--- src/rtl/ex_operand_stage_pkg.sv ---
// rtl/ex_operand_stage_pkg.sv - shared datapath encodings for the operand stage
package ex_operand_stage_pkg;

    localparam int unsigned XLEN    = 32;
    localparam int unsigned REG_AW  = 5;
    localparam int unsigned STALL_W = 16;

    typedef enum logic [2:0] {
        ALU_ADD = 3'b000,
        ALU_SUB = 3'b001,
        ALU_AND = 3'b010,
        ALU_OR  = 3'b011,
        ALU_XOR = 3'b100,
        ALU_SLT = 3'b101
    } alu_op_e;

    typedef enum logic [1:0] {
        FWD_REG = 2'b00,
        FWD_MEM = 2'b01,
        FWD_EX  = 2'b10
    } fwd_sel_e;

    // Counter that sticks at all-ones instead of wrapping.
    function automatic logic [STALL_W-1:0] sat_inc(input logic [STALL_W-1:0] v);
        return (v == {STALL_W{1'b1}}) ? v : v + 1'b1;
    endfunction

endpackage

--- src/rtl/ex_operand_stage_operand_forward.sv ---
// rtl/ex_operand_stage_operand_forward.sv - bypass mux for one source operand
module operand_forward
    import ex_operand_stage_pkg::*;
(
    input  logic [REG_AW-1:0] src_addr_i,
    input  logic [XLEN-1:0]   rf_data_i,
    input  logic              ex_valid_i,
    input  logic              ex_reg_write_i,
    input  logic              ex_mem_read_i,
    input  logic [REG_AW-1:0] ex_rd_addr_i,
    input  logic [XLEN-1:0]   ex_result_i,
    input  logic              mem_reg_write_i,
    input  logic [REG_AW-1:0] mem_rd_addr_i,
    input  logic [XLEN-1:0]   mem_result_i,
    output logic [XLEN-1:0]   fwd_data_o
);

    fwd_sel_e sel;

    // A load in EX has no data yet; the load-use bubble covers that case.
    always_comb begin
        sel = FWD_REG;
        if (src_addr_i != '0) begin
            if (ex_valid_i && ex_reg_write_i && !ex_mem_read_i && (ex_rd_addr_i == src_addr_i))
                sel = FWD_EX;
            else if (mem_reg_write_i && (mem_rd_addr_i == src_addr_i))
                sel = FWD_MEM;
        end
    end

    always_comb begin
        fwd_data_o = rf_data_i;
        case (sel)
            FWD_EX:  fwd_data_o = ex_result_i;
            FWD_MEM: fwd_data_o = mem_result_i;
            default: fwd_data_o = rf_data_i;
        endcase
    end

endmodule

--- src/rtl/ex_operand_stage.sv ---
// rtl/ex_operand_stage.sv - ID/EX operand register with forwarding and load-use stall
module ex_operand_stage
    import ex_operand_stage_pkg::*;
(
    input  logic               clk,
    input  logic               rst,
    input  logic               id_valid,
    output logic               id_ready,
    input  logic [REG_AW-1:0]  id_rs1_addr,
    input  logic [REG_AW-1:0]  id_rs2_addr,
    input  logic [XLEN-1:0]    id_rs1_data,
    input  logic [XLEN-1:0]    id_rs2_data,
    input  logic [XLEN-1:0]    id_imm,
    input  logic [REG_AW-1:0]  id_rd_addr,
    input  logic               id_alu_src,
    input  logic [2:0]         id_alu_control,
    input  logic               id_reg_write,
    input  logic               id_mem_read,
    input  logic               flush,
    input  logic               ex_ready,
    input  logic [XLEN-1:0]    ex_alu_result,
    input  logic [REG_AW-1:0]  mem_rd_addr,
    input  logic               mem_reg_write,
    input  logic [XLEN-1:0]    mem_result,
    output logic               ex_valid,
    output logic [XLEN-1:0]    ex_a,
    output logic [XLEN-1:0]    ex_b,
    output logic [XLEN-1:0]    ex_store_data,
    output logic [2:0]         ex_alu_control,
    output logic [REG_AW-1:0]  ex_rd_addr,
    output logic               ex_reg_write,
    output logic               ex_mem_read,
    output logic [STALL_W-1:0] stall_count
);

    logic               ex_valid_q, ex_valid_d;
    logic [XLEN-1:0]    ex_a_q, ex_a_d;
    logic [XLEN-1:0]    ex_b_q, ex_b_d;
    logic [XLEN-1:0]    ex_sd_q, ex_sd_d;
    logic [2:0]         ex_ctl_q, ex_ctl_d;
    logic [REG_AW-1:0]  ex_rd_q, ex_rd_d;
    logic               ex_rw_q, ex_rw_d;
    logic               ex_mr_q, ex_mr_d;
    logic [STALL_W-1:0] stall_q, stall_d;

    logic            load_use;
    logic            hold;
    logic [XLEN-1:0] fwd_rs1;
    logic [XLEN-1:0] fwd_rs2;

    assign load_use = ex_valid_q & ex_mr_q & (ex_rd_q != '0) & id_valid &
                      ((id_rs1_addr == ex_rd_q) | (id_rs2_addr == ex_rd_q));
    assign hold     = ex_valid_q & ~ex_ready;
    assign id_ready = (~ex_valid_q | ex_ready) & ~load_use & ~flush;

    operand_forward u_fwd_rs1 (
        .src_addr_i      (id_rs1_addr),
        .rf_data_i       (id_rs1_data),
        .ex_valid_i      (ex_valid_q),
        .ex_reg_write_i  (ex_rw_q),
        .ex_mem_read_i   (ex_mr_q),
        .ex_rd_addr_i    (ex_rd_q),
        .ex_result_i     (ex_alu_result),
        .mem_reg_write_i (mem_reg_write),
        .mem_rd_addr_i   (mem_rd_addr),
        .mem_result_i    (mem_result),
        .fwd_data_o      (fwd_rs1)
    );

    operand_forward u_fwd_rs2 (
        .src_addr_i      (id_rs2_addr),
        .rf_data_i       (id_rs2_data),
        .ex_valid_i      (ex_valid_q),
        .ex_reg_write_i  (ex_rw_q),
        .ex_mem_read_i   (ex_mr_q),
        .ex_rd_addr_i    (ex_rd_q),
        .ex_result_i     (ex_alu_result),
        .mem_reg_write_i (mem_reg_write),
        .mem_rd_addr_i   (mem_rd_addr),
        .mem_result_i    (mem_result),
        .fwd_data_o      (fwd_rs2)
    );

    // Flush beats hold, hold beats bubble, bubble beats capture.
    always_comb begin
        ex_valid_d = ex_valid_q;
        ex_a_d     = ex_a_q;
        ex_b_d     = ex_b_q;
        ex_sd_d    = ex_sd_q;
        ex_ctl_d   = ex_ctl_q;
        ex_rd_d    = ex_rd_q;
        ex_rw_d    = ex_rw_q;
        ex_mr_d    = ex_mr_q;
        stall_d    = stall_q;
        if (flush) begin
            ex_valid_d = 1'b0;
            ex_rw_d    = 1'b0;
            ex_mr_d    = 1'b0;
        end else if (!hold) begin
            if (load_use) begin
                ex_valid_d = 1'b0;
                ex_rw_d    = 1'b0;
                ex_mr_d    = 1'b0;
                stall_d    = sat_inc(stall_q);
            end else if (id_valid) begin
                ex_valid_d = 1'b1;
                ex_a_d     = fwd_rs1;
                ex_b_d     = id_alu_src ? id_imm : fwd_rs2;
                ex_sd_d    = fwd_rs2;
                ex_ctl_d   = id_alu_control;
                ex_rd_d    = id_rd_addr;
                ex_rw_d    = id_reg_write;
                ex_mr_d    = id_mem_read;
            end else begin
                ex_valid_d = 1'b0;
                ex_rw_d    = 1'b0;
                ex_mr_d    = 1'b0;
            end
        end
    end

    always_ff @(posedge clk or negedge rst) begin
        if (!rst) begin
            ex_valid_q <= 1'b0;
            ex_a_q     <= '0;
            ex_b_q     <= '0;
            ex_sd_q    <= '0;
            ex_ctl_q   <= ALU_ADD;
            ex_rd_q    <= '0;
            ex_rw_q    <= 1'b0;
            ex_mr_q    <= 1'b0;
            stall_q    <= '0;
        end else begin
            ex_valid_q <= ex_valid_d;
            ex_a_q     <= ex_a_d;
            ex_b_q     <= ex_b_d;
            ex_sd_q    <= ex_sd_d;
            ex_ctl_q   <= ex_ctl_d;
            ex_rd_q    <= ex_rd_d;
            ex_rw_q    <= ex_rw_d;
            ex_mr_q    <= ex_mr_d;
            stall_q    <= stall_d;
        end
    end

    assign ex_valid       = ex_valid_q;
    assign ex_a           = ex_a_q;
    assign ex_b           = ex_b_q;
    assign ex_store_data  = ex_sd_q;
    assign ex_alu_control = ex_ctl_q;
    assign ex_rd_addr     = ex_rd_q;
    assign ex_reg_write   = ex_rw_q;
    assign ex_mem_read    = ex_mr_q;
    assign stall_count    = stall_q;

endmodule

--- config.mk ---
export PLATFORM = sky130hd
export DESIGN_NAME = ex_operand_stage
export DESIGN_NICKNAME = d
export VERILOG_FILES = /design/src/rtl/ex_operand_stage_pkg.sv /design/src/rtl/ex_operand_stage_operand_forward.sv /design/src/rtl/ex_operand_stage.sv
export SDC_FILE = /design/constraint.sdc
export NUM_CORES = 1
export LEC_CHECK = 0
export ABC_AREA = 1
export CAP_MARGIN = 20
export CORE_MARGIN = 10
export CORE_UTILIZATION = 47
export DETAILED_ROUTE_END_ITERATION = 8
export PLACE_DENSITY = 0.95
export SLEW_MARGIN = 25
export SYNTH_ARGS = -nofsm -noshare
export SYNTH_HDL_FRONTEND = slang
export SYNTH_SLANG_ARGS = --single-unit
--- constraint.sdc ---
create_clock -name clk -period 4.09 [get_ports clk]
set_input_delay 0.818 -clock clk [delete_from_list [all_inputs] [get_ports clk]]
set_output_delay 0.818 -clock clk [all_outputs]
set_load 0.005 [all_outputs]
==> out/results.txt, run 1 <==
MaxCap Viol Count - 0
Clock Power Share - 37.8%
Crit share post-route - 83.49%
Post-CTS Repair Setup Buffers - 0
Area Growth Syn to Fin - 51.91%
Drt pass-1 iters - 6
CTS root buf - clkbuf_16
Hold crit path type - input pin to async pin
Top cell by count, worst path - nand2_1
Fin cells - 1603
Netlist cell types - 25
CP top delay family - buffers and inverters
Critical Setup Path Class - input pin to output pin
Reg power frac - 36.5%
PortBufs - 315
CTS tree - yes
Post-Syn Area - 7501 sq um
Register Area - 3078 sq um
Synth top area share - 41.03%
# hold bufs at CTS - 0
Routed Antenna Nets - 0
Num CTS Buffers - 17
CP max stage delay - 510 ps
Worst Tran Pin Value - 930.6 ps
NetSw - 1189 uW
Cells after Synth - 1095
Worst-path fanout max - 4
Final #Nets - 1566
Sw Ratio - 28.91%
PostCTS Resize Cnt - 0
Mapped Nets - 1292
Worst EP required - 3270 ps
Slew headroom - 37.89%
Cell with the most instances after synthesis - nand2_1
Async S/R FF share, synth - 100.0%
DR WL/cell - 20.83 um
Startpoint Class - input pin
Layout cells sized above 1 - 4.342%
VDD IR max - 301.8 uV
Pin count of the biggest net entering global routing - 105
Rows - 46
Initial DRC Count - 1075
CTS Buffer Depth - 2
Slew Limit Fails - 0
Crit path capture type - output pin
First-pass GRT wire length - 51000 um
Die span in x - 146.3 um
Ports - 316
WHS - 425.7 ps
DRC Markers - 0
Clock Latency Late Sink - 430 ps
Post-route minimum period - 3415 ps
Final setup vio count - 0
Power after layout - 4115 uW
CTS clk-pin slew, worst paths - 60 ps
Synth top area cells - dfrtp_1 41%, nand2_1 27%, nand4_1 9.3%
GPL Wtd Cong - 0.9640
Fill cell count - 1214
RSZ-0062 raised after global routing - no
Core area - 15770 sq um
Leakage - 0.005512 uW
Post-synth top cells - 532 x nand2_1, 123 x dfrtp_1, 111 x nand4_1
DIE AREA - 21410 sq um
Signal arrival time at the worst endpoint - 2600 ps
Synthesized flop and latch total - 123
Pwr Density - 361.1 nW/um^2
Starting density of the core - 47.56%
Outcome - complete, no violations
Die Y-Extent - 146.3 um
Comb power frac - 25.7%
Via count - 9125
Setup Skew - 11.10 ps
Final hold viol count - 0
Yosys top cell by area - dfrtp_1
Remaining Overflow, GRT - 0
Initial antenna violation count - 7
Ys Warns - 0
Area of the multi-input gates - 3953 sq um
H-tree levels - 4
Cells along the critical path - clkdlybuf4s50_1 -> inv_1 -> nand2_1 -> nand2_1 -> nor2_1 -> nand3_1 -> nand2_2 -> nand2_4 -> nand2_1 -> nor2_1 -> clkdlybuf4s50_1
Routed vias/inst - 5.692
Sequential fraction of the synthesis area - 41.03%
Dpl cells - 1566
Fmax - 292.8 MHz
Dpl hpwl - 23970 um
Post-synth EDFFs - 0
Tot GR Track Use - 29.92%
Setup_tns - 0 ps
CP Buf/Inv Count - 3
Syn avg cell area - 6.850 sq um
Detailed Route WL - 33380 um
Ys flop type - dfrtp_1
Vias in the first global route - 8802
TritonCTS Sinks - 123
Worst path slowest cell - clkdlybuf4s50_1
Pint - 2925 uW
[cells by family (layout without fill, tap and decap cells)]
kind of cell | after synthesis | count (layout) | share of synthesized area, %
adder cells (fa/ha/maj) | 5 | 5 | 0.8340
AND/OR/NAND/NOR | 726 | 726 | 40.72
other | 0 | 5 | 0
XOR/XNOR | 20 | 20 | 2.335
AO/OA/AOI/OAI | 104 | 104 | 8.640
flip-flops | 123 | 123 | 41.03
buffers and inverters | 117 | 404 | 6.439
[power by group through the flow]
| stage | Clock, uW | Sequential [uW] | Combinational, uW |
|---|---|---|---|
| floorplan | 0 | 1510 | 324 |
| detailed placement | 0 | 1510 | 1050 |
| global placement | 0 | 1510 | 1020 |
| CTS | 1570 | 1500 | 1060 |
| global route | 1610 | 1520 | 1150 |
| finish | 1550 | 1500 | 1060 |
[sequential cells by signal (all words and copies together) (netlist names)]
name,flops
ex_reg_write,1
ex_b,32
ex_rd_addr,5
ex_store_data,32
ex_valid,1
ex_mem_read,1
ex_a,32
stall_count,16
ex_alu_control,3
[placed cells by master, fill, tap and decap left out, types with 3 or more instances in the layout]
cell type        count
bufinv_16            3
nand3_1             13
nor2_1              60
clkinv_2             5
nand2_1            532
clkbuf_16           17
nand4_1            111
o21ai_0              3
ha_1                 5
xor2_1               7
clkinv_4             3
xnor2_1             13
dfrtp_1            123
inv_1               36
a21oi_1             64
diode_2              5
buf_4               17
a22o_1              32
clkdlybuf4s50_1    314
nor3_1               4
[layer usage]
| layer | global-route usage (%) | share of wire, % | vias to the layer above |
|---|---|---|---|
| met1 | 35.81 | 36 | 4195 |
| met3 | 11.19 | 13 | 126 |
| met2 | 46.72 | 46 | 652 |
| met4 | 14.01 | 4.9 | 4 |
| li1 | - | - | 4148 |
| met5 | 0 | 0.10 | - |
[area by class of cell]
cell class | instances | area share, %
timing repair buffer | 335 | 29.32
inverter | 37 | 1.241
multi-input combinational | 855 | 34.69
sequential | 123 | 27.01
tap | 216 | 2.372
clock inverter | 15 | 1.526
antenna | 5 | 0.1098
clock buffer | 17 | 3.733
[path summary, 6_finish.rpt]
path | to | start | slack, ps | depth (start not counted)
worst min-delay path | stall_count[2]$_DFFE_PN0P_ | rst | 430 | 1
max in group asynchronous | ex_b[31]$_DFFE_PN0P_ | rst | 2740 | 2
worst max-delay path | id_ready | id_rs1_addr[2] | 680 | 11
worst max register to register | ex_b[13]$_DFFE_PN0P_ | ex_rd_addr[1]$_DFFE_PN0P_ | 1210 | 18
worst min register to register | ex_a[23]$_DFFE_PN0P_ | ex_a[23]$_DFFE_PN0P_ | 470 | 2
min in group clk | ex_a[23]$_DFFE_PN0P_ | ex_a[23]$_DFFE_PN0P_ | 470 | 2
[per-stage QoR]
stage / utilization, % / worst slack, ps / cell area [sq um]
detailed placement: 68.35 / 401.7 / 10780
floorplan: - / 1342 / 7501
global route: 72.24 / 546.3 / 11390
global placement: 68.18 / 509.6 / 10750
finish: 72.25 / 675.1 / 11390
CTS: 72.15 / 665.5 / 11380
Note: power is estimated with default switching activity, not from simulation.
==> run 2: changes to the inputs <==
--- a/config.mk
+++ b/config.mk
@@ -8,9 +8,9 @@
 export ABC_AREA = 1
 export CAP_MARGIN = 20
 export CORE_MARGIN = 10
-export CORE_UTILIZATION = 47
+export CORE_UTILIZATION = 39
 export DETAILED_ROUTE_END_ITERATION = 8
-export PLACE_DENSITY = 0.95
+export PLACE_DENSITY = 0.87
 export SLEW_MARGIN = 25
 export SYNTH_ARGS = -nofsm -noshare
 export SYNTH_HDL_FRONTEND = slang
==> constraint.sdc (replaced) <==
create_clock -name clk -period 2.93 [get_ports clk]
set_input_delay 0.586 -clock clk [delete_from_list [all_inputs] [get_ports clk]]
set_output_delay 0.586 -clock clk [all_outputs]
set_load 0.005 [all_outputs]
==> run 2 against run 1 <==
Effect of this change: design area increased by 4.8%; via count decreased by 1.4%; sequential share of layout area decreased by 1.2 points; power increased by 44%; critical path type is now input pin to flop; register-to-register slack got worse by 840 ps; clock skew increased by 0.56 ps; non-clock buffer count increased by 38; clock-buffer cell count increased by 2; sequential cell count unchanged; routed wire length increased by 2.9%; worst setup slack got worse by 490 ps.
==> out/results.txt, run 2 (synthesis gave the netlist of run 1 again) <==
Initial DRC Count - 848 (-21%)
Tot GR Track Use - 26.04% (-3.9 points)
GPL Wtd Cong - 0.9703 (+0.65%)
Die Y-Extent - 158.7 um (+8.4%)
CTS tree - yes
Worst path slowest cell - clkdlybuf4s50_1
Crit path capture type - flop
Dpl hpwl - 25400 um (+6.0%)
Layout cells sized above 1 - 7.535% (+3.2 points)
Detailed Route WL - 34340 um (+2.9%)
DR WL/cell - 20.36 um (-2.3%)
TritonCTS Sinks - 123 (unchanged)
Ports - 316 (unchanged)
Setup Skew - 11.65 ps (+0.5563 ps)
Worst-path fanout max - 25 (+21)
Cells along the critical path - clkdlybuf4s50_1 -> inv_1 -> nand2_1 -> nand2_1 -> nor2_1 -> nand3_1 -> nor2_1 -> inv_1 -> nor2_1 -> buf_4 -> ha_1 -> buf_12 -> buf_12 -> nand2_1 -> a21oi_2 -> nand2_1 -> nand2_1 -> nand4_1 -> nand2_1
Vias in the first global route - 8694 (-1.2%)
Clock Latency Late Sink - 430 ps (about the same)
Worst Reg2Reg Path Length in Cells - 18 (unchanged)
Worst EP required - 3290 ps (+20 ps)
Area Growth Syn to Fin - 59.13%
Num CTS Buffers - 17 (unchanged)
Signal arrival time at the worst endpoint - 3100 ps (+500 ps)
Final #Nets - 1604 (+2.4%)
MaxCap Viol Count - 0 (unchanged)
VDD IR max - 406.1 uV (+35%)
Remaining Overflow, GRT - 0 (unchanged)
Routed Antenna Nets - 0 (unchanged)
CTS clk-pin slew, worst paths - 60 ps (about the same)
Startpoint Class - input pin
Leakage - 0.005757 uW (+4.5%)
Area of the multi-input gates - 3981 sq um (+0.73%)
Worst Tran Pin Value - 735.0 ps (-195.6 ps)
Slew headroom - 51.00% (+13 points)
Drt pass-1 iters - 5 (-1)
DRC Markers - 0 (unchanged)
Initial antenna violation count - 4 (-3)
Starting density of the core - 39.83% (-7.7 points)
Via count - 9001 (-1.4%)
Pin count of the biggest net entering global routing - 107 (+1.9%)
PortBufs - 315 (unchanged)
Setup_tns - 0 ps (unchanged)
Hold crit path type - input pin to async pin
Fmax - 364.5 MHz
Post-route minimum period - 2744 ps
Register Area - 3078 sq um (unchanged)
Critical Setup Path Class - input pin to flop
Crit share post-route - 93.64%
Commonest non-fill, non-tap cell in the layout - nand2_1
Outcome - complete, no violations
DIE AREA - 25180 sq um (+18%)
H-tree levels - 4 (unchanged)
First-pass GRT wire length - 50140 um (-1.7%)
Rows - 50 (+8.7%)
Fin cells - 1687 (+5.2%)
Final hold viol count - 0 (unchanged)
Die span in x - 158.7 um (+8.4%)
Dpl cells - 1648 (+5.2%)
Routed vias/inst - 5.336 (-6.3%)
Most frequent cells in the layout - 532 x nand2_1, 310 x clkdlybuf4s50_1, 123 x dfrtp_1
CP max stage delay - 510 ps (about the same)
Fill cell count - 1623 (+34%)
Final setup vio count - 0 (unchanged)
Slew Limit Fails - 0 (unchanged)
CTS Buffer Depth - 2 (unchanged)
CTS root buf - clkbuf_16
Core area - 18830 sq um (+19%)
Top cell by count, worst path - nand2_1
Pwr Density - 496.7 nW/um^2 (+38%)
## run 2: changes by cell type in the layout (fill, tap and decap cells not counted), sizes merged
cell / before / now
dlymetal6s2s: 0 / 2
clkbuf: 17 / 19
clkinv: 8 / 3
dlygate4sd2: 0 / 2
bufinv: 3 / 4
clkdlybuf4s50: 314 / 310
buf: 21 / 59
diode: 5 / 7
clkinvlp: 2 / 4
## run 2: timing repair
item,CTS,global route
gates resized for setup,2,13
endpoints found under the setup margin,1,41
setup buffers,0,0
hold buffers,0,0
## run 2: routing by layer
layer	share of wire (%)	track usage [%]	up-vias
met3	12	9.174	62
met1	38	31.74	4191
li1	-	-	4220
met4	3.0	9.263	2
met2	47	41.67	526
met5	0.026	0	-
## run 2: worst max-delay path: cells and delay by family
kind	cells	cell delay, ps
AND/OR/NAND/NOR	11	970
buffers and inverters	6	1120
AO/OA/AOI/OAI	1	200
adder cells (fa/ha/maj)	1	210
## run 2: metrics by stage
step,hold WS (ps),total power (uW),instance area (sq um),worst slack (ps),util [%]
after global routing,113.6,6183,11920,-12.73,63.31
final,90.26,5929,11940,186.2,63.39
after global placement,452.5,3597,11240,-310.3,59.67
after detailed placement,457.2,3623,11240,-321.0,59.67
after CTS,104.2,5950,11880,0.08482,63.08
after floorplan,290.4,2564,7501,414.2,-
## run 2: area by class of cell
| type | instances | share of cell area, % |
|---|---|---|
| multi-input combinational | 855 | 33.35 |
| clock inverter | 13 | 1.593 |
| timing repair buffer | 373 | 31.42 |
| clock buffer | 19 | 3.795 |
| tap | 260 | 2.725 |
| sequential | 123 | 25.79 |
| inverter | 37 | 1.184 |
| antenna | 7 | 0.1468 |
## run 2: where the power goes
part           switching, uW  total, uW  internal [uW]  leakage [uW]
Sequential               161       2100           1930       0.00156
Combinational            669       1520            848       0.00390
Clock                    843       2320           1470      0.000302
## run 2: path summary, 6_finish.rpt
path	endpoint	slack, ps	from
min in group clk	ex_a[22]$_DFFE_PN0P_	470	ex_a[22]$_DFFE_PN0P_
max in group asynchronous	ex_a[24]$_DFFE_PN0P_	2080	rst
worst max register to register	ex_b[31]$_DFFE_PN0P_	370	ex_rd_addr[2]$_DFFE_PN0P_
worst min register to register	ex_a[22]$_DFFE_PN0P_	470	ex_a[22]$_DFFE_PN0P_
worst min-delay path	ex_a[18]$_DFFE_PN0P_	90	rst
worst max-delay path	ex_b[31]$_DFFE_PN0P_	190	id_rs2_addr[0]
==> run 3: changes to the inputs <==
--- a/config.mk
+++ b/config.mk
@@ -7,8 +7,10 @@
 export LEC_CHECK = 0
 export ABC_AREA = 1
 export CAP_MARGIN = 20
+export CELL_PAD_IN_SITES_DETAIL_PLACEMENT = 2
+export CELL_PAD_IN_SITES_GLOBAL_PLACEMENT = 2
 export CORE_MARGIN = 10
-export CORE_UTILIZATION = 39
+export CORE_UTILIZATION = 20
 export DETAILED_ROUTE_END_ITERATION = 8
 export PLACE_DENSITY = 0.87
 export SLEW_MARGIN = 25
==> run 3 against run 2 <==
Effect of this change: critical endpoint is now ex_b[3]$_DFFE_PN0P_; highest routed layer unchanged; clock-buffer cell count unchanged; routed wire length is 27% higher; power grew 1.3%; critical path depth fell by 4; sequential cell count did not move.
==> out/results.txt, run 3 (synthesis gave the netlist of run 1 again) <==
Outcome - complete, no violations
Worst path slowest cell - clkdlybuf4s50_1
RSZ-0062 raised after global routing - no
DRC Markers - 0 (unchanged)
Most frequent cells in the layout - 532 x nand2_1, 304 x clkdlybuf4s50_1, 121 x dfrtp_1
R2r startpoint - ex_rd_addr[0]$_DFFE_PN0P_
TritonCTS Sinks - 123 (unchanged)
Area Growth Syn to Fin - 64.70%
Rows - 70 (+40%)
Slew headroom - 52.35% (+1.4 points)
Fin cells - 1904 (+13%)
Cells along the critical path - clkdlybuf4s50_1 -> xor2_1 -> a211oi_1 -> nand4_1 -> inv_1 -> ha_4 -> inv_2 -> bufbuf_16 -> nor2_1 -> a21oi_1 -> buf_4 -> nand2_1 -> nand2_1 -> nand4_1 -> nand2_1
First-pass GRT wire length - 65480 um (+31%)
VDD IR max - 335.2 uV (-17%)
Met2 usage - 32.71% (-9.0 points)
Drt pass-1 iters - 4 (-1)
M3 GR Usage - 4.862% (-4.3 points)
CP top delay family - buffers and inverters
Layout cells sized above 1 - 8.409% (+0.87 points)
Final Cell Area - 12350 sq um (+3.5%)
Cell area after placement - 11580 sq um (+3.1%)
Worst R2R Setup Slack - 270 ps (-100 ps)
Signal arrival time at the worst endpoint - 3110 ps (about the same)
Routed vias/inst - 4.833 (-9.4%)
Dpl cells - 1860 (+13%)
CP max stage delay - 470 ps (-40 ps)
Commonest non-fill, non-tap cell in the layout - nand2_1
Pwr Density - 486.4 nW/um^2 (-2.1%)
Clock Latency Late Sink - 440 ps (about the same)
Setup_tns - 0 ps (unchanged)
CTS root buf - clkbuf_16
Detailed Route WL - 43590 um (+27%)
Starting density of the core - 20.39% (-19 points)
Initial DRC Count - 478 (-44%)
Worst Reg2Reg Path Length in Cells - 19 (+1)
MaxCap Viol Count - 0 (unchanged)
Worst-path fanout max - 12 (-52%)
Die Y-Extent - 213.7 um (+35%)
Met1 Use GR - 22.83% (-8.9 points)
Setup Skew - 10.95 ps (-0.7043 ps)
Worst Tran Pin Value - 714.7 ps (-20.26 ps)
Critical Setup Path Class - input pin to flop
Final hold viol count - 0 (unchanged)
CP Buf/Inv Count - 5 (-1)
Dpl hpwl - 32680 um (+29%)
CTS clk-pin slew, worst paths - 60 ps (about the same)
Final setup vio count - 0 (unchanged)
DR WL/cell - 22.89 um (+12%)
Crit path capture type - flop
CTS Buffer Depth - 2 (unchanged)
R2r endpoint - ex_b[3]$_DFFE_PN0P_
Initial antenna violation count - 11 (+7)
GPL Wtd Cong - 0.8604 (-11%)
Pin count of the biggest net entering global routing - 59 (-45%)
Routed Antenna Nets - 0 (unchanged)
Crit share post-route - 93.55% (-0.10 points)
Fmax - 364.8 MHz (+0.11%)
GRT Max-Usage Layer - met2
Startpoint Class - input pin
Final #Nets - 1611 (+0.44%)
Via count - 9202 (+2.2%)
Hold crit path type - input pin to async pin
Top cell by count, worst path - nand2_1
Num CTS Buffers - 17 (unchanged)
Layout Utilization - 33.59% (-30 points)
PortBufs - 315 (unchanged)
Core area - 36790 sq um (+95%)
Tot GR Track Use - 19.00% (-7.0 points)
Post-route minimum period - 2741 ps (-2.921 ps)
Fill cell count - 4256 (+160%)
Vias in the first global route - 10290 (+18%)
Leakage - 0.005874 uW (+2.0%)
CTS tree - yes
Slew Limit Fails - 0 (unchanged)
Remaining Overflow, GRT - 0 (unchanged)
H-tree levels - 4 (unchanged)
Worst EP required - 3300 ps (about the same)
Die span in x - 213.7 um (+35%)
DIE AREA - 45650 sq um (+81%)
Ports - 316 (unchanged)
## run 3: cell types whose count changed in the layout (fill, tap and decap cells not counted), moves of 3 or more
| cell | change |
|---|---|
| buf_12 | +4 |
| clkdlybuf4s50_1 | -6 |
| dlymetal6s2s_1 | +7 |
| a21oi_1 | +3 |
| buf_4 | +3 |
| a21oi_2 | -3 |
## run 3: repair_timing
item | 4_1_cts | 5_1_grt
pin swaps | 0 | 2
setup endpoints to repair | 27 | 53
gates resized for setup | 8 | 19
buffers inserted | 0 | 2
hold buffers | 0 | 0
gates cloned | 1 | 0
## run 3: through the flow
step / power, uW / worst slack (ps) / hold slack [ps]
floorplan: 2564 / 414.2 / 290.4
global placement: 3668 / -465.4 / 453.9
detailed placement: 3728 / -601.3 / 458.2
CTS: 6080 / 13.99 / 85.89
global route: 6331 / 11.86 / 96.22
finish: 6009 / 189.1 / 71.71
## run 3: per-layer routing
layer  up-vias  wire length, um
met3        39             2465
met1      4678            18450
li1       4239                -
met2       238            21910
met4         8              709
met5         -               57
## run 3: how the worst max path moves through the flow
stage | start | endpoint | slack, ps | cells past startpoint
after global routing | ex_rd_addr[0]$_DFFE_PN0P_ | ex_b[3]$_DFFE_PN0P_ | 10 | 19
after CTS | id_rs1_addr[1] | id_ready | 10 | 12
after detailed placement | id_rs2_addr[0] | ex_b[19]$_DFFE_PN0P_ | -600 | 20
after floorplan | id_rs2_addr[0] | ex_b[10]$_DFFE_PN0P_ | 410 | 19
after global placement | id_rs2_addr[0] | ex_b[8]$_DFFE_PN0P_ | -470 | 17
final | mem_rd_addr[4] | ex_b[3]$_DFFE_PN0P_ | 190 | 15
## run 3: layout make-up
class	instances	area (sq um)	share of cell area, %
Timing Repair Buffer	380	3896	31.54
Multi-Input combinational cell	855	4010	32.46
Clock buffer	19	452.9	3.666
Inverter	37	141.4	1.144
Clock inverter	13	165.2	1.337
Sequential cell	123	3080	24.93
Tap cell	468	585.6	4.740
Antenna cell	9	22.52	0.1823
## run 3: worst reg2reg max path, cell delays in order (launching register included)
cell and delay [ps]:
dfrtp_2 400, inv_1 90, nand2_1 70, nand2_1 60
nor2_1 100, nand3_1 120, nor2_1 140, inv_1 80
nand4_1 110, inv_1 90, ha_4 270, inv_2 110
bufbuf_16 310, nor2_1 50, a21oi_1 120, buf_4 150
nand2_1 50, nand2_1 70, nand4_1 100, nand2_1 110
## run 3: power breakdown
part / switching [uW] / internal [uW] / total [uW]
combinational: 734 / 866 / 1600
clock: 918 / 1390 / 2310
sequential: 170 / 1930 / 2100
total: 1820 / 4190 / 6010
==> RTL change 1 (settings of run 1) <==
Change the package constant `STALL_W` from 16 to 20.
--- a/src/rtl/ex_operand_stage_pkg.sv
+++ b/src/rtl/ex_operand_stage_pkg.sv
@@ -4,5 +4,5 @@
     localparam int unsigned XLEN    = 32;
     localparam int unsigned REG_AW  = 5;
-    localparam int unsigned STALL_W = 16;
+    localparam int unsigned STALL_W = 20;
 
     typedef enum logic [2:0] {
Ports: changed (resized stall_count); port bits go from 316 to 320. No check against the original RTL was run, so the function may have changed too.
==> RTL change 1 against run 1 <==
Wire length rose by 0.13%; non-clock buffer count up 7; power increased by 1.8%; clock skew rose by 0.0024 ns; count of clock-buffer cells in the layout up 2; worst setup slack worse by 0.0097 ns; worst hold slack improved by 0.015 ns; largest power group unchanged; clock power grew 3%; critical endpoint unchanged; largest cell class unchanged; via count increased by 2.1%; sequential cell count increased by 4; synthesized area is 3.9% higher; design area increased by 3.0%.
==> RTL change 1: results (changes against run 1) <==
place:
  globalplace.congestion: 0.9778  # +1.4%
  post-place-ws_ns: 0.4549  # +0.05321 ns
  dp_hpwl_um: 23790  # -0.76%
  dpl.cell_count: 1619  # +3.4%
  port_buffers: 319  # +1.3%
critical_path:
  crit_fanout: 3  # -1
  cp.buffers_inverters: 3  # unchanged
  crit_family: "buffers and inverters"
  crit_arrival_ns: 2.61  # about the same
  slowest_stage: "clkdlybuf4s50_1"
  slowest_delay_ns: 0.54  # +0.03 ns
clocking:
  post_cts_buffers: 0  # unchanged
  cts_buffer_depth: 2  # unchanged
  cts_max_level: 4  # unchanged
  cts_resized: 0  # unchanged
  ctsRootBufferMaster: "clkbuf_16"
  clock_latency_ns: 0.42
  clk_pin_slew_ns: 0.06  # about the same
  cts_buffers: 17  # unchanged
synthesis:
  synthArstFlopShare_pct: 100.0  # unchanged
  ys.warnings.count: 0  # unchanged
  syn_avg_cell_area_sq_um: 6.842  # -0.13%
  yosysUniqueCellTypes: 29  # +16%
  synth-seq-area-share_pct: 40.78  # -0.25 points
  synth_ff_type: "dfrtp_1"
  syn-num-nets: 1336  # +3.4%
  synth_commonest_cells: "nand2_1, dfrtp_1, nand4_1"
  synth.top_cells.by_area: "dfrtp_1, nand2_1, nand4_1"
timing:
  fin_worst_skew_ns: 0.01350  # +0.002407 ns
  maxSlewHeadroom_pct: 45.80  # +7.9 points
  fin_setup_tns_ns: 0  # unchanged
grt:
  grt_usage_pct: 29.09  # -0.82 points
  antenna_found_initial: 3  # -4
  grt_max_degree: 106  # +0.95%
  grt_pass1_wl_um: 51080  # +0.16%
  grt_pass1_vias: 9071  # +3.1%
min_path:
  hold_class: "in -> async"
pwr:
  cellLeakagePower_nw: 5.673  # +2.9%
  vdd_ir_drop_max_uv: 287.5  # -4.7%
detailed_routing:
  routed_wirelength_um: 33430  # +0.13%
  drt-pass1-iter-count: 5  # -1
  vias: 9317  # +2.1%
  drtIter0Drc: 1203  # +12%
  antenna_left: 0  # unchanged
final_layout:
  layout-drive-gt1-share_pct: 4.542  # +0.20 points
  fill_cells: 1239  # +2.1%
  final-instance-count-excl-fill: 1653  # +3.1%
outcome:
  status: "finished, final reports clean"
## RTL change 1: stage by stage
stage               cell area, sq um  hold slack (ns)  util, %
floorplan                       7792           0.4649        -
global placement               11120           0.4534    67.75
detailed placement             11120           0.4573    67.75
CTS                            11730           0.4714    71.50
global route                   11730           0.4849    71.52
finish                         11740           0.4411    71.53
## RTL change 1: cell type report
type                            count  area share, %
Antenna cell                        2        0.04264
Clock buffer                       19          3.859
Clock inverter                     13          1.386
Inverter                           38          1.226
Multi-Input combinational cell    892          35.05
Sequential cell                   127          27.08
Tap cell                          220          2.345
Timing Repair Buffer              342          29.01
## RTL change 1: final timing paths
path	start	endpoint	slack (ns)	cells after the start
max in group asynchronous	rst	ex_a[14]$_DFFE_PN0P_	2.83	2
max	id_rs2_addr[3]	id_ready	0.67	11
max reg2reg	ex_rd_addr[1]$_DFFE_PN0P_	ex_b[5]$_DFFE_PN0P_	1.24	17
min	rst	ex_rd_addr[2]$_DFFE_PN0P_	0.44	1
min in group clk	ex_a[5]$_DFFE_PN0P_	ex_a[5]$_DFFE_PN0P_	0.47	2
min reg2reg	ex_a[5]$_DFFE_PN0P_	ex_a[5]$_DFFE_PN0P_	0.47	2
## RTL change 1: cell families after synthesis
family	share of synthesized area (%)
simple gates	40.86
buf+inv	6.647
xor+xnor	2.697
compound gates	8.205
fa+ha+maj	0.8028
flops	40.78
## RTL change 1: power breakdown
| part | total [mW] | switching (mW) | internal, mW |
|---|---|---|---|
| combinational | 1.06 | 0.477 | 0.580 |
| clock | 1.59 | 0.595 | 0.991 |
| sequential | 1.54 | 0.119 | 1.43 |
## RTL change 1: per-layer routing
metal	vias up	GRT usage [%]	wire [um]
li1	4276	-	-
met1	4250	33.86	11770
met4	2	14.33	1691
met3	127	12.38	4781
met2	662	45.31	15170
met5	-	0	11
==> RTL change 2 (settings of run 1) <==
Made on the original files. Make the reset (`rst`) synchronous in one clocked block.
--- a/src/rtl/ex_operand_stage.sv
+++ b/src/rtl/ex_operand_stage.sv
@@ -120,5 +120,5 @@
     end
 
-    always_ff @(posedge clk or negedge rst) begin
+    always_ff @(posedge clk) begin
         if (!rst) begin
             ex_valid_q <= 1'b0;
Check against the original RTL: differs if rst is asserted again (counterexample within 4 cycles, from zero or initial values and one cycle with rst low); with rst held inactive, the same outputs for 4 cycles.
==> RTL change 2 against run 1 <==
Non-clock buffer count fell by 2; worst setup slack got worse by 0.13 ns; power fell by 11%; first-iteration DRC count fell by 35%; design area barely moved; synthesized area fell by 0.38%; critical path depth did not move; clock power rose by 5%; sequential cell count did not move; wire length fell by 9.8%; global-route usage fell by 2.8 points; critical path type unchanged; critical endpoint unchanged; largest cell class unchanged; highest routed layer is now met4.
==> RTL change 2: results (changes against run 1) <==
outcome:
  status: "finished, final reports clean"
critical_path:
  rrSetupSlack_ns: 1.20
  crit_fanout: 8  # +4
  reg2reg_from: "ex_rd_addr[3]$_SDFFE_PN0P_"
  crit_arrival_ns: 2.73  # +0.13 ns
  r2r_cells: 16  # -2
  reg2reg_to: "ex_b[31]$_SDFFE_PN0P_"
clocking:
  post_cts_buffers: 0  # unchanged
  cts_max_level: 4  # unchanged
  ctsRootBufferMaster: "clkbuf_16"
  clk_pin_slew_ns: 0.06  # about the same
  cts_buffer_depth: 2  # unchanged
  cts_resized: 0  # unchanged
  clock_latency_ns: 0.42
  cts_buffers: 17  # unchanged
timing:
  fin_worst_skew_ns: 0.008908  # -0.002188 ns
  worst_pin_slew_ns: 0.7872  # -0.1435 ns
  holdWs_ns: 0.4644  # +0.03867 ns
  setup_viol: 0  # unchanged
grt:
  grt_pass1_wl_um: 46800  # -8.2%
  grt_usage_pct: 27.16  # -2.8 points
  antenna_found_initial: 1  # -6
  grt_pass1_vias: 8686  # -1.3%
  grt_max_degree: 122  # +16%
synthesis:
  synth_commonest_cells: "nand2_1, nor2_1, inv_1"
  synth-seq-area-share_pct: 32.95  # -8.1 points
  synthArstFlopShare_pct: 0  # -100 points
  syn-num-nets: 1413  # +9.4%
  yosysUniqueCellTypes: 31  # +24%
  synth_ff_type: "dfxtp_1"
  syn_inst: 1216  # +11%
  ys.warnings.count: 0  # unchanged
  synth.top_cells.by_area: "dfxtp_1, nand2_1, nor2_1"
min_path:
  min_from: "ex_alu_control[1]$_SDFFE_PN0P_"
  hold_end: "ex_alu_control[1]$_SDFFE_PN0P_"
  hold_class: "reg -> reg"
  worstHoldPathCells: 2
place:
  dp_hpwl_um: 22830  # -4.8%
  port_buffers: 315  # unchanged
  post-place-ws_ns: 0.4033  # +0.001576 ns
  globalplace.congestion: 0.9546  # -0.98%
  dpl_cell_area_sq_um: 10760  # -0.16%
detailed_routing:
  vias: 8869  # -2.8%
  vias_per_cell: 5.118  # -10%
  post-route-drc-count: 0  # unchanged
  wl_per_cell_um: 17.38  # -17%
  drt-pass1-iter-count: 7  # +1
  drtIter0Drc: 704  # -35%
pwr:
  vdd_ir_drop_max_uv: 305.0  # +1.0%
  cellLeakagePower_nw: 5.265  # -4.5%
  internal_power_mw: 2.732  # -6.6%
final_layout:
  fill_cells: 1242  # +2.3%
  fin_nets: 1700  # +8.6%
  layout-drive-gt1-share_pct: 6.003  # +1.7 points
RTL change 2: cell families (layout without fill, tap and decap cells):
family | after synthesis | after routing | synth area share [%]
compound gates | 143 | 143 | 11.81
xor+xnor | 11 | 11 | 1.289
fa+ha+maj | 5 | 5 | 0.8372
buf+inv | 277 | 577 | 14.65
flops | 123 | 123 | 32.95
mux | 32 | 32 | 4.823
other cells | 0 | 1 | 0
simple gates | 625 | 625 | 33.64
RTL change 2: cell type report:
class	count	area, sq um	share of cell area [%]
Timing Repair Buffer	333	3321	29.15
Clock buffer	21	460.4	4.041
Antenna cell	1	2.502	0.02196
Clock inverter	11	166.4	1.461
Multi-Input combinational cell	816	3915	34.36
Tap cell	216	270.3	2.372
Sequential cell	123	2462	21.61
Inverter	212	795.8	6.984
RTL change 2: power by group through the flow:
| stage | sequential, mW | combinational [mW] | clock, mW |
|---|---|---|---|
| global route | 1.32 | 0.809 | 1.70 |
| detailed placement | 1.34 | 0.727 | 0 |
| finish | 1.32 | 0.737 | 1.62 |
| CTS | 1.32 | 0.736 | 1.63 |
| floorplan | 1.34 | 0.306 | 0 |
| global placement | 1.34 | 0.712 | 0 |
RTL change 2: metal layers:
layer,vias up,share of wire [%],track usage [%]
li1,4304,-,-
met1,3950,37,30.45
met2,510,47,44.65
met3,105,10,8.282
met4,0,6.0,16.27
met5,-,0,0
RTL change 2: worst max-delay path by stage:
stage,startpoint,slack [ns],to,cells after the start
floorplan,id_rs1_addr[1],1.28,ex_a[10]$_SDFFE_PN0P_,15
CTS,id_rs1_addr[0],0.58,id_ready,11
detailed placement,id_rs2_addr[1],0.40,ex_b[23]$_SDFFE_PN0P_,18
global placement,id_rs2_addr[1],0.45,ex_b[31]$_SDFFE_PN0P_,17
finish,id_rs1_addr[2],0.54,id_ready,11
global route,id_rs1_addr[2],0.42,id_ready,11
RTL change 2: critical path: stages:
cell and delay (ns):
clkdlybuf4s50_1 0.59, inv_1 0.07, nand2_1 0.06, nand2_1 0.05, nor2_1 0.10, nand3_1 0.12
nand2_2 0.20, nand2_4 0.12, nand2_1 0.08, nor2_1 0.05, clkdlybuf4s50_1 0.48
